`src/rtl/cordic_rotate_sched.sv`:
```
// Scan a 1-bpp source image, rotate each set pixel through the shared
// CORDIC core, and plot the rounded, clipped result into the frame buffer.
module cordic_rotate_sched #(
  parameter int W_BITS  = 4,
  parameter int H_BITS  = 4,
  parameter int FRAC    = 4,
  parameter int COORD_W = 12,
  parameter int ANGLE_W = 16
) (
  input  logic                      clk,
  input  logic                      reset,
  input  logic                      start,
  input  logic [ANGLE_W-1:0]        theta,
  output logic                      busy,
  output logic                      done,
  output logic [W_BITS+H_BITS:0]    clip_cnt,
  output logic                      cor_valid,
  input  logic                      cor_ready,
  output logic [COORD_W-1:0]        cor_x,
  output logic [COORD_W-1:0]        cor_y,
  output logic [ANGLE_W-1:0]        cor_theta,
  input  logic                      res_valid,
  input  logic [COORD_W-1:0]        res_x,
  input  logic [COORD_W-1:0]        res_y,
  output logic [W_BITS+H_BITS-1:0]  src_addr,
  input  logic                      src_data,
  output logic                      dst_we,
  output logic [W_BITS+H_BITS-1:0]  dst_addr,
  output logic                      dst_data
);

  localparam int IMG_W = 1 << W_BITS;
  localparam int IMG_H = 1 << H_BITS;
  localparam int PIX_W = W_BITS + H_BITS;

  localparam logic signed [COORD_W-1:0] CTR_W = COORD_W'(IMG_W / 2);
  localparam logic signed [COORD_W-1:0] CTR_H = COORD_W'(IMG_H / 2);
  localparam logic signed [COORD_W:0] HALF  = (COORD_W+1)'(1 << (FRAC - 1));
  localparam logic signed [COORD_W:0] OFF_W = (COORD_W+1)'(IMG_W / 2);
  localparam logic signed [COORD_W:0] OFF_H = (COORD_W+1)'(IMG_H / 2);
  localparam logic signed [COORD_W:0] LIM_W = (COORD_W+1)'(IMG_W);
  localparam logic signed [COORD_W:0] LIM_H = (COORD_W+1)'(IMG_H);

  typedef enum logic [2:0] {
    S_IDLE,
    S_CLEAR,
    S_FETCH,
    S_CHECK,
    S_ISSUE,
    S_WAIT,
    S_WRITE,
    S_DONE
  } state_t;

  state_t state, state_d;

  logic [PIX_W-1:0]         cnt;
  logic [ANGLE_W-1:0]       theta_q;
  logic signed [COORD_W:0]  col_q, row_q;
  logic signed [COORD_W:0]  col_n, row_n;
  logic signed [COORD_W:0]  rx, ry;
  logic signed [COORD_W-1:0] cx, cy;
  logic                     last;
  logic                     in_frame;

  assign last      = &cnt;
  assign cor_theta = theta_q;

  // Centre the scan position; rotated result is rounded and un-centred.
  always_comb begin
    cx = $signed(COORD_W'(cnt[W_BITS-1:0])) - CTR_W;
    cy = $signed(COORD_W'(cnt[PIX_W-1:W_BITS])) - CTR_H;
    rx = {res_x[COORD_W-1], res_x};
    ry = {res_y[COORD_W-1], res_y};
    col_n = ((rx + HALF) >>> FRAC) + OFF_W;
    row_n = ((ry + HALF) >>> FRAC) + OFF_H;
    in_frame = !col_q[COORD_W] && (col_q < LIM_W) &&
               !row_q[COORD_W] && (row_q < LIM_H);
  end

  // State register.
  always_ff @(posedge clk or negedge reset) begin
    if (!reset) state <= S_IDLE;
    else        state <= state_d;
  end

  // Next state and strobes; every output idles low.
  always_comb begin
    state_d   = state;
    busy      = (state != S_IDLE);
    done      = 1'b0;
    cor_valid = 1'b0;
    src_addr  = '0;
    dst_we    = 1'b0;
    dst_addr  = '0;
    dst_data  = 1'b0;
    unique case (state)
      S_IDLE: begin
        if (start) state_d = S_CLEAR;
      end
      S_CLEAR: begin
        dst_we   = 1'b1;
        dst_addr = cnt;
        if (last) state_d = S_FETCH;
      end
      S_FETCH: begin
        src_addr = cnt;
        state_d  = S_CHECK;
      end
      S_CHECK: begin
        if (src_data)  state_d = S_ISSUE;
        else if (last) state_d = S_DONE;
        else           state_d = S_FETCH;
      end
      S_ISSUE: begin
        cor_valid = 1'b1;
        if (cor_ready) state_d = S_WAIT;
      end
      S_WAIT: begin
        if (res_valid) state_d = S_WRITE;
      end
      S_WRITE: begin
        if (in_frame) begin
          dst_we   = 1'b1;
          dst_addr = {row_q[H_BITS-1:0], col_q[W_BITS-1:0]};
          dst_data = 1'b1;
        end
        state_d = last ? S_DONE : S_FETCH;
      end
      S_DONE: begin
        done    = 1'b1;
        state_d = S_IDLE;
      end
      default: state_d = S_IDLE;
    endcase
  end

  // Pixel counter, captured operands, rounded result and clip count.
  always_ff @(posedge clk or negedge reset) begin
    if (!reset) begin
      cnt      <= '0;
      theta_q  <= '0;
      clip_cnt <= '0;
      cor_x    <= '0;
      cor_y    <= '0;
      col_q    <= '0;
      row_q    <= '0;
    end else begin
      case (state)
        S_IDLE: begin
          if (start) begin
            theta_q  <= theta;
            clip_cnt <= '0;
            cnt      <= '0;
          end
        end
        S_CLEAR: cnt <= cnt + PIX_W'(1);
        S_CHECK: begin
          if (src_data) begin
            cor_x <= cx <<< FRAC;
            cor_y <= cy <<< FRAC;
          end else begin
            cnt <= cnt + PIX_W'(1);
          end
        end
        S_WAIT: begin
          if (res_valid) begin
            col_q <= col_n;
            row_q <= row_n;
          end
        end
        S_WRITE: begin
          cnt <= cnt + PIX_W'(1);
          if (!in_frame && !(&clip_cnt))
            clip_cnt <= clip_cnt + (PIX_W+1)'(1);
        end
        default: ;
      endcase
    end
  end

endmodule
```
`config.mk`:
```
export PLATFORM = sky130hd
export DESIGN_NAME = cordic_rotate_sched
export DESIGN_NICKNAME = d
export VERILOG_FILES = /design/src/rtl/cordic_rotate_sched.sv
export SDC_FILE = /design/constraint.sdc
export NUM_CORES = 1
export LEC_CHECK = 0
export BUFFER_PORTS_ARGS = -buffer_cell sky130_fd_sc_hd__buf_2
export CAP_MARGIN = 20
export CORE_ASPECT_RATIO = 0.5
export CORE_MARGIN = 2
export CORE_UTILIZATION = 50
export CTS_CLUSTER_DIAMETER = 150
export CTS_CLUSTER_SIZE = 28
export DETAILED_ROUTE_END_ITERATION = 8
export PLACE_DENSITY = 0.78
export SETUP_SLACK_MARGIN = 0.15
export SLEW_MARGIN = 15
export SYNTH_ARGS = -nofsm -noshare
export SYNTH_HDL_FRONTEND = slang
export SYNTH_SLANG_ARGS = --single-unit
```
`constraint.sdc`:
```
create_clock -name clk -period 2.65 [get_ports clk]
set_input_delay 0.265 -clock clk [delete_from_list [all_inputs] [get_ports clk]]
set_output_delay 0.265 -clock clk [all_outputs]
set_load 0.05 [all_outputs]
```
==> results.json, run 1 <==
{
  "status": "completed",
  "drtIter0Drc": 129,
  "critical_path_class": "reg -> out",
  "required_ps": 2380,
  "max_freq_ghz": 0.428,
  "finalHoldViolations": 0,
  "nets": 546,
  "skew_ps": 5.23,
  "synth_commonest_cells": "98 x nand2_1, 64 x dfrtp_1, 23 x o21ai_0",
  "hold_class": "in -> reg",
  "syn2layout_area_growth_pct": 21.1,
  "gp_congestion": 0.818,
  "yosys_warnings": 0,
  "fin_cells": 594,
  "cts_buffer_depth": 2,
  "start_kind": "register",
  "wl_um": 7630,
  "netlist.area_leader.share": 0.434,
  "ir_drop_uv": 665,
  "placedCellCount": 577,
  "worstPathArrival_ps": 2070,
  "num_io_pins": 116,
  "drive_above_1_share": 0.293,
  "min_period_ps": 2330,
  "setup_slack_ps": 316,
  "place_hpwl_um": 5660,
  "port_buffers": 101,
  "worst_pin_slew_ps": 751,
  "cts_made_buffers": 9,
  "synth_most_common_cell": "nand2_1",
  "cp_cell_sequence": "buf_4, nand3b_4, nor2_2, a22o_1, buf_2",
  "internal_power_mw": 2.62,
  "synth-seq-cells": 64,
  "ys.flop_type": "dfrtp_1",
  "cellPowerDensity_nw_per_um2": 1120,
  "synth-edff-count": 0,
  "setup.worst_path.end_class": "output pin",
  "cts.sinks": 64,
  "critPathSlowestCell": "dfrtp_1",
  "combPwrFrac": 0.454,
  "place_ws_ps": 535,
  "firstDrtPassIters": 4,
  "avgSynthCellArea_sq_um": 9.15,
  "synth_xor_area_frac": 0.0689,
  "fp.dieW_um": 125,
  "synth_area_sq_um": 3690,
  "clock_power_share": 0.211,
  "vias": 3071,
  "start_util": 0.510,
  "grt_pass1_vias": 2698,
  "clk_pin_slew_worst_paths_ps": 50,
  "final-setup-viol-count": 0,
  "seqPwrFrac": 0.334,
  "cp_top_family": "flip-flops",
  "drv_slew": 0,
  "swShare": 0.479,
  "muxShareOfSynthArea": 0.0237,
  "period_share": 0.881,
  "fp.dieArea_sq_um": 8120,
  "grt_max_degree": 33,
  "synth_fa_ha_area_frac": 0.0237,
  "rows": 22,
  "cts_tree": "yes",
  "synthSimpleGateAreaFrac": 0.252,
  "setup-tns-final_ps": 0,
  "cts_setup_buffers": 0,
  "synth_compound_area_frac": 0.127,
  "syn_inst": 403,
  "viasPerCell": 5.17,
  "rsz0062_at_grt": "no",
  "cts_root_buf": "clkbuf_16",
  "wl_per_cell_um": 12.8,
  "synth-async-reset-ratio": 1.00,
  "antenna_found_initial": 0,
  "remaining_drc_errors": 0,
  "cp_max_fo": 15,
  "dpl_cell_area_sq_um": 4160,
  "path_buf_inv": 2,
  "diodes": 0,
  "grt_usage": 0.203,
  "critPathMaxStageDelay_ps": 610,
  "relSlewSlack": 0.499,
  "post-synth-top-area-cell": "dfrtp_1",
  "p_leak_nw": 2.30,
  "p_sw_mw": 2.41,
  "core_area_sq_um": 7240,
  "grt_first_pass_wirelength_um": 13000,
  "yosysSeqAreaShare": 0.434,
  "htreeDepth": 3,
  "antenna_left": 0,
  "grt-ovfl-total": 0,
  "die_h_um": 64.7,
  "synth.distinct_cells": 61,
  "ys_top_cells_by_area": "dfrtp_1 43%, nand2_1 10%, buf_4 4.5%",
  "cap_violations": 0,
  "clk_latency_ps": 320,
  "synth_top_family_by_area": "simple AND/OR/NAND/NOR gates",
  "finish.instance_area_sq_um": 4470
}
-- state kept, by name (all words and copies together), names as in the netlist --
signal     flops
col_q         10
cor_x          4
row_q         10
cnt            8
state          3
cor_theta     16
cor_y          4
clip_cnt       9
-- path summary, 6_finish.rpt --
path                                     from            end  slack [ps]  cells past startpoint
worst min register to register  cor_theta[12]  cor_theta[12]         470                      2
worst min-delay path                theta[14]  cor_theta[14]         130                      3
min in group asynchronous               reset   cor_theta[5]         520                      2
worst max register to register    clip_cnt[2]    clip_cnt[3]         550                      9
max in group asynchronous               reset       row_q[2]        1400                      3
worst max-delay path                 state[2]    dst_addr[0]         320                      5
-- timing repair --
item / 4_1_cts / 5_1_grt
hold buffers: 1 / 0
setup endpoints to repair: 0 / 8
gates resized for setup: 0 / 3
hold endpoints to repair: 2 / 0
-- layer usage --
layer | vias up | wire (um) | share of wire | global-route usage
li1 | 1559 | - | - | -
met1 | 1412 | 3720 | 0.49 | 0.285
met2 | 87 | 3350 | 0.44 | 0.296
met3 | 13 | 414 | 0.054 | 0.0652
met4 | 0 | 146 | 0.019 | 0.0708
met5 | - | 0 | 0 | 0
-- power groups by stage --
stage                     Combinational, mW  Clock (mW)  Sequential (mW)
after floorplan                        1.35           0             2.17
after global placement                 2.26           0             1.66
after detailed placement               2.29           0             1.68
after CTS                              2.30        1.09             1.67
after global routing                   2.48        1.13             1.75
final                                  2.28        1.06             1.68
-- worst reg2reg max path, delay by kind of cell, from the launching register on --
| family | cells | cell delay [ps] |
|---|---|---|
| flip-flops | 1 | 420 |
| adder cells (fa/ha/maj) | 1 | 200 |
| buffers and inverters | 1 | 210 |
| AND/OR/NAND/NOR | 5 | 790 |
| XOR/XNOR | 1 | 180 |
| AO/OA/AOI/OAI | 1 | 180 |
-- stage by stage --
| stage | hold slack, ps | util | power (mW) |
|---|---|---|---|
| after floorplan | -30.6 | - | 3.52 |
| after global placement | 348 | 0.575 | 3.93 |
| after detailed placement | 349 | 0.575 | 3.97 |
| after CTS | 121 | 0.614 | 5.05 |
| after global routing | 131 | 0.617 | 5.36 |
| final | 131 | 0.617 | 5.02 |
-- cells in the final DEF (no fill, tap or decap), types with 3 or more instances in the layout --
master	synthesis	routed
a21oi_1	3	3
a221o_1	4	4
a22o_1	8	8
and2_1	12	12
and3_1	10	10
buf_2	7	101
buf_4	22	9
clkbuf_16	0	9
clkinvlp_4	0	3
conb_1	1	8
dfrtp_1	64	64
ha_1	7	7
inv_1	3	3
mux2_2	6	6
nand2_1	98	98
nand3_1	8	8
nand4_1	6	6
nor2_1	17	17
nor3_1	6	6
nor4_2	0	3
o2111ai_1	4	4
o21ai_0	23	23
o21ai_1	3	3
xnor2_1	14	14
xor2_1	15	15
-- cell families after synthesis --
kind of cell               Yosys count
and+or+nand+nor                    186
AOI/OAI and AO/OA                   66
DFF                                 64
buffers and inverters               42
xor gates and xnor gates            29
muxes                                8
adders and majority gates            7
other                                1
-- area by class of cell --
class                      instances  area [sq um]
clock buffer                      11           243
tap                               96           120
multi-input combinational        304          1880
fill                             630          2770
clock inverter                     5          32.5
timing repair buffer             111           583
inverter                           3          11.3
sequential                        64          1600
(Power assumes the default switching activity.)
==> inputs of run 2 (changes only) <==
Settings changed: CORE_UTILIZATION 50 to 45, PLACE_DENSITY 0.78 to 0.72.
==> run 2 against run 1 <==
Utilization decreased by 5.9 points. Cell area decreased by 0.34%. Sequential share of layout area increased by 0.12 points. Clock skew decreased by 2.2 ps. Largest cell class unchanged. Non-clock buffer count decreased by 1. First-iteration DRC count increased by 22%. Worst setup slack got worse by 13 ps. Register-to-register slack improved by 30 ps.
==> results.json, run 2 (synthesis results as in run 1) <==
{
  "status": "completed",
  "p_leak_nw": 2.30,
  "grt_max_degree": 28,
  "ff2ff_path_depth": 9,
  "cts.sinks": 64,
  "critPathSlowestCell": "nor4_1",
  "core_area_sq_um": 7970,
  "die_h_um": 68.0,
  "worst_pin_slew_ps": 734,
  "critPathMaxStageDelay_ps": 460,
  "holdPathStages": 3,
  "clk_latency_ps": 320,
  "swShare": 0.482,
  "multi_input_area_sq_um": 1870,
  "reg2reg_slack_ps": 580,
  "skew_ps": 2.99,
  "cts_buffer_depth": 2,
  "grtUsageMet1": 0.242,
  "r2r_start": "clip_cnt[2]",
  "largest_register_ffs": 16,
  "vias": 3068,
  "grt_first_pass_wirelength_um": 13100,
  "seqCellArea_sq_um": 1600,
  "drive_above_1_share": 0.284,
  "firstDrtPassIters": 4,
  "holdPathEnd": "cor_theta[0]",
  "rsz0062_at_grt": "no",
  "cp_cell_sequence": "nor4_1, nand3_1, nor2_4, a22o_1, buf_2",
  "setup-tns-final_ps": 0,
  "diodes": 0,
  "reg2reg_to": "clip_cnt[7]",
  "antenna_found_initial": 0,
  "grt-ovfl-total": 0,
  "grt_pass1_vias": 2745,
  "setup.worst_path.end_class": "output pin",
  "viasPerCell": 5.05,
  "cts_tree": "yes",
  "relSlewSlack": 0.511,
  "cts_made_buffers": 9,
  "critical_path_class": "reg -> out",
  "power_mw": 4.97,
  "final_common_cell": "buf_2",
  "htreeDepth": 3,
  "ir_drop_uv": 721,
  "clk_pin_slew_worst_paths_ps": 50,
  "cts_setup_buffers": 0,
  "drv_slew": 0,
  "antenna_left": 0,
  "place_hpwl_um": 5830,
  "fp.dieW_um": 132,
  "num_io_pins": 116,
  "seqPwrFrac": 0.336,
  "start_util": 0.463,
  "hp-start": "theta[0]",
  "wl_per_cell_um": 13.1,
  "port_buffers": 101,
  "combPwrFrac": 0.461,
  "max_freq_ghz": 0.426,
  "nets": 545,
  "internal_power_mw": 2.58,
  "mostFrequentLayoutCells": "101 x buf_2, 98 x nand2_1, 64 x dfrtp_1",
  "min_period_ps": 2350,
  "n_fill_cell": 746,
  "required_ps": 2380,
  "hold_class": "in -> reg",
  "drtIter0Drc": 157,
  "cellPowerDensity_nw_per_um2": 1120,
  "remaining_drc_errors": 0,
  "period_share": 0.886,
  "p_sw_mw": 2.39,
  "start_kind": "register",
  "grt_usage": 0.185,
  "top_usage_layer": "met2",
  "gp_congestion": 0.881,
  "cts_root_buf": "clkbuf_16",
  "fp.dieArea_sq_um": 8980,
  "grtUsageMet3": 0.0489,
  "cap_violations": 0,
  "rows": 23,
  "final-setup-viol-count": 0,
  "use_met2": 0.296,
  "syn2layout_area_growth_pct": 20.7,
  "finalHoldViolations": 0,
  "clock_power_share": 0.204,
  "cp_max_fo": 9,
  "wl_um": 7940,
  "worstPathArrival_ps": 2080
}
[run 2: changes by cell type in the layout (fill, tap and decap cells not counted), sizes merged]
cell      delta
clkinvlp     -2
clkinv       +1
buf          -1
[run 2: worst max path at each step]
stage	slack (ps)	start	cells after the start	to
after floorplan	350	col_q[7]	4	dst_addr[0]
after global placement	560	col_q[7]	5	dst_addr[0]
after detailed placement	540	col_q[7]	5	dst_addr[0]
after CTS	190	col_q[7]	5	dst_addr[0]
after global routing	160	row_q[7]	5	dst_addr[2]
final	300	col_q[11]	5	dst_addr[3]
[run 2: through the flow]
stage                     hold WS (ps)  instance area (sq um)  setup WS (ps)   util  instances
after global routing               130                   4450            164  0.558        608
final                              129                   4450            303  0.558        608
after detailed placement           275                   4180            544  0.524        592
after CTS                          123                   4440            190  0.557        608
after floorplan                  -30.6                   3710            350      -        410
after global placement             278                   4180            562  0.524        592
[run 2: final cells by class]
class                           instances  share of cell area
Clock buffer                           11              0.0523
Timing Repair Buffer                  110               0.129
Tap cell                              112              0.0315
Clock inverter                          4             0.00506
Sequential cell                        64               0.360
Multi-Input combinational cell        304               0.420
Inverter                                3             0.00253
[run 2: metal layers]
metal	routed length, um	vias up
met5	0	-
met4	95	0
met3	428	7
met2	3530	78
met1	3880	1427
li1	-	1556
[run 2: power by group through the flow]
stage	sequential, mW	clock, mW	combinational, mW
2_1_floorplan	2.17	0	1.35
4_1_cts	1.66	1.03	2.31
3_3_place_gp	1.66	0	2.27
5_1_grt	1.73	1.09	2.47
3_5_place_dp	1.68	0	2.30
6_report	1.67	1.01	2.29
[run 2: timing repair]
action | in CTS | in global routing
resized for setup | 0 | 2
endpoints found under the hold margin | 21 | 0
hold buffers | 1 | 0
endpoints found under the setup margin | 0 | 8
[run 2: worst max-delay path, delay by kind of cell (launching register included)]
kind	cells	cell delay [ps]
buffers and inverters	1	260
DFF	1	380
and+or+nand+nor	3	940
AOI/OAI and AO/OA	1	180
==> inputs of run 3 (changes only) <==
Settings changed: CORE_ASPECT_RATIO 0.5 to 0.75.
==> run 3 against run 2 <==
The run now ends with hold timing left. Combinational power about the same. Utilization hardly changed. Clock skew is 5.8 ps higher. Largest cell class unchanged. Power down 0.54%. Sequential cell count did not move. Cell area decreased by 0.65%. Worst setup slack worse by 16 ps. Sequential power about the same. Highest routed layer unchanged.
==> results.json, run 3 (synthesis results as in run 1) <==
{
  "cp_cell_sequence": "nor4_2, nand3_1, nor2_4, a22o_1, buf_2",
  "critPathSlowestCell": "dfrtp_1",
  "antenna_left": 0,
  "rows": 28,
  "min_period_ps": 2360,
  "grt_first_pass_wirelength_um": 13100,
  "fin_cells": 599,
  "worstPathArrival_ps": 2100,
  "ir_drop_uv": 813,
  "final_common_cell": "buf_2",
  "cts_root_buf": "clkbuf_8",
  "relSlewSlack": 0.493,
  "syn2layout_area_growth_pct": 19.9,
  "cp_max_fo": 9,
  "antenna_found_initial": 0,
  "grt_max_degree": 34,
  "failed_checks": "hold timing",
  "cts_made_buffers": 9,
  "drv_slew": 0,
  "power_mw": 4.94,
  "max_freq_ghz": 0.423,
  "num_io_pins": 116,
  "critical_path_class": "reg -> out",
  "period_share": 0.892,
  "firstDrtPassIters": 4,
  "startpoint": "col_q[7]",
  "grt_pass1_vias": 2704,
  "remaining_drc_errors": 0,
  "wl_per_cell_um": 13.7,
  "hold_class": "in -> async",
  "ff2ff_path_depth": 9,
  "port_buffers": 101,
  "viasPerCell": 5.13,
  "whs_ps": -8.65,
  "cap_violations": 0,
  "clk_latency_ps": 340,
  "critPathMaxStageDelay_ps": 400,
  "cts_setup_buffers": 0,
  "fp.dieArea_sq_um": 8940,
  "vias": 3070,
  "start_kind": "register",
  "cellPowerDensity_nw_per_um2": 1120,
  "required_ps": 2380,
  "die_h_um": 82.4,
  "htreeDepth": 3,
  "finalHoldViolations": 19,
  "reg2reg_slack_ps": 600,
  "gp_congestion": 0.863,
  "setup.worst_path.end_class": "output pin",
  "cts-hold-fix-buffers": 0,
  "largest_register_ffs": 16,
  "wl_um": 8190,
  "final-setup-viol-count": 0,
  "cts.sinks": 64,
  "cts_buffer_depth": 2,
  "cp_top_family": "simple AND/OR/NAND/NOR gates",
  "worst_pin_slew_ps": 760,
  "grt_usage": 0.189,
  "fp.dieW_um": 109,
  "rsz0062_at_grt": "yes",
  "skew_ps": 8.77,
  "core_area_sq_um": 7920,
  "reg2reg_to": "clip_cnt[3]",
  "path_buf_inv": 1,
  "post-route-util": 0.559,
  "grt-ovfl-total": 0,
  "mostFrequentLayoutCells": "101 x buf_2, 98 x nand2_1, 64 x dfrtp_1",
  "diodes": 0,
  "clk_pin_slew_worst_paths_ps": 70,
  "cts_tree": "yes",
  "drtIter0Drc": 199,
  "r2r_start": "clip_cnt[2]",
  "placedCellCount": 583,
  "p_leak_nw": 2.28,
  "place_hpwl_um": 6160,
  "drive_above_1_share": 0.296,
  "start_util": 0.466,
  "setup-tns-final_ps": 0,
  "status": "finished, violations left",
  "nets": 542
}
run 3: worst max-delay path by stage:
stage | to | cells after the start
after CTS | dst_addr[6] | 5
final | dst_addr[6] | 5
after detailed placement | dst_addr[6] | 5
after floorplan | dst_addr[0] | 4
after global placement | dst_addr[0] | 5
after global routing | dst_addr[6] | 5
run 3: final cells by class:
| type | count | area (sq um) |
|---|---|---|
| tap | 105 | 131 |
| clock buffer | 10 | 138 |
| timing repair buffer | 107 | 563 |
| sequential | 64 | 1600 |
| multi-input combinational | 304 | 1890 |
| inverter | 3 | 11.3 |
| clock inverter | 6 | 90.1 |
| fill | 726 | 3490 |
run 3: report_power, final:
group / internal (mW) / leakage [nW] / switching (mW)
Sequential: 1.34 / 0.821 / 0.347
Combinational: 0.616 / 1.34 / 1.69
Clock: 0.560 / 0.113 / 0.385
Total: 2.52 / 2.28 / 2.43
run 3: worst register-to-register path, cell delays in order (launching register included):
cell and delay [ps]:
dfrtp_1 430, and3_1 220, and3_1 190, and3_1 190, ha_1 190, a311oi_2 180
buf_4 210, nand4_1 130, xor2_1 150, nor2_1 50
run 3: per-stage QoR:
stage	hold WS, ps	cell area (sq um)	setup slack, ps
2_1_floorplan	-30.6	3710	350
3_3_place_gp	365	4160	475
3_5_place_dp	377	4160	479
4_1_cts	3.93	4400	164
5_1_grt	45.1	4420	142
6_report	-8.65	4420	286
run 3: metal layers:
metal  up-vias  routed length [um]  track usage  part of all wire
met1      1430                3980        0.263              0.49
met5         -                   0            0                 0
met2        76                3650        0.295              0.45
met3         7                 478       0.0502             0.058
met4         0                  79       0.0462            0.0096
li1       1557                   -            -                 -
run 3: what timing repair did:
action                                  4_1_cts  5_1_grt
resized for setup                             1        5
gates cloned                                  0        0
endpoints found under the setup margin        8       17
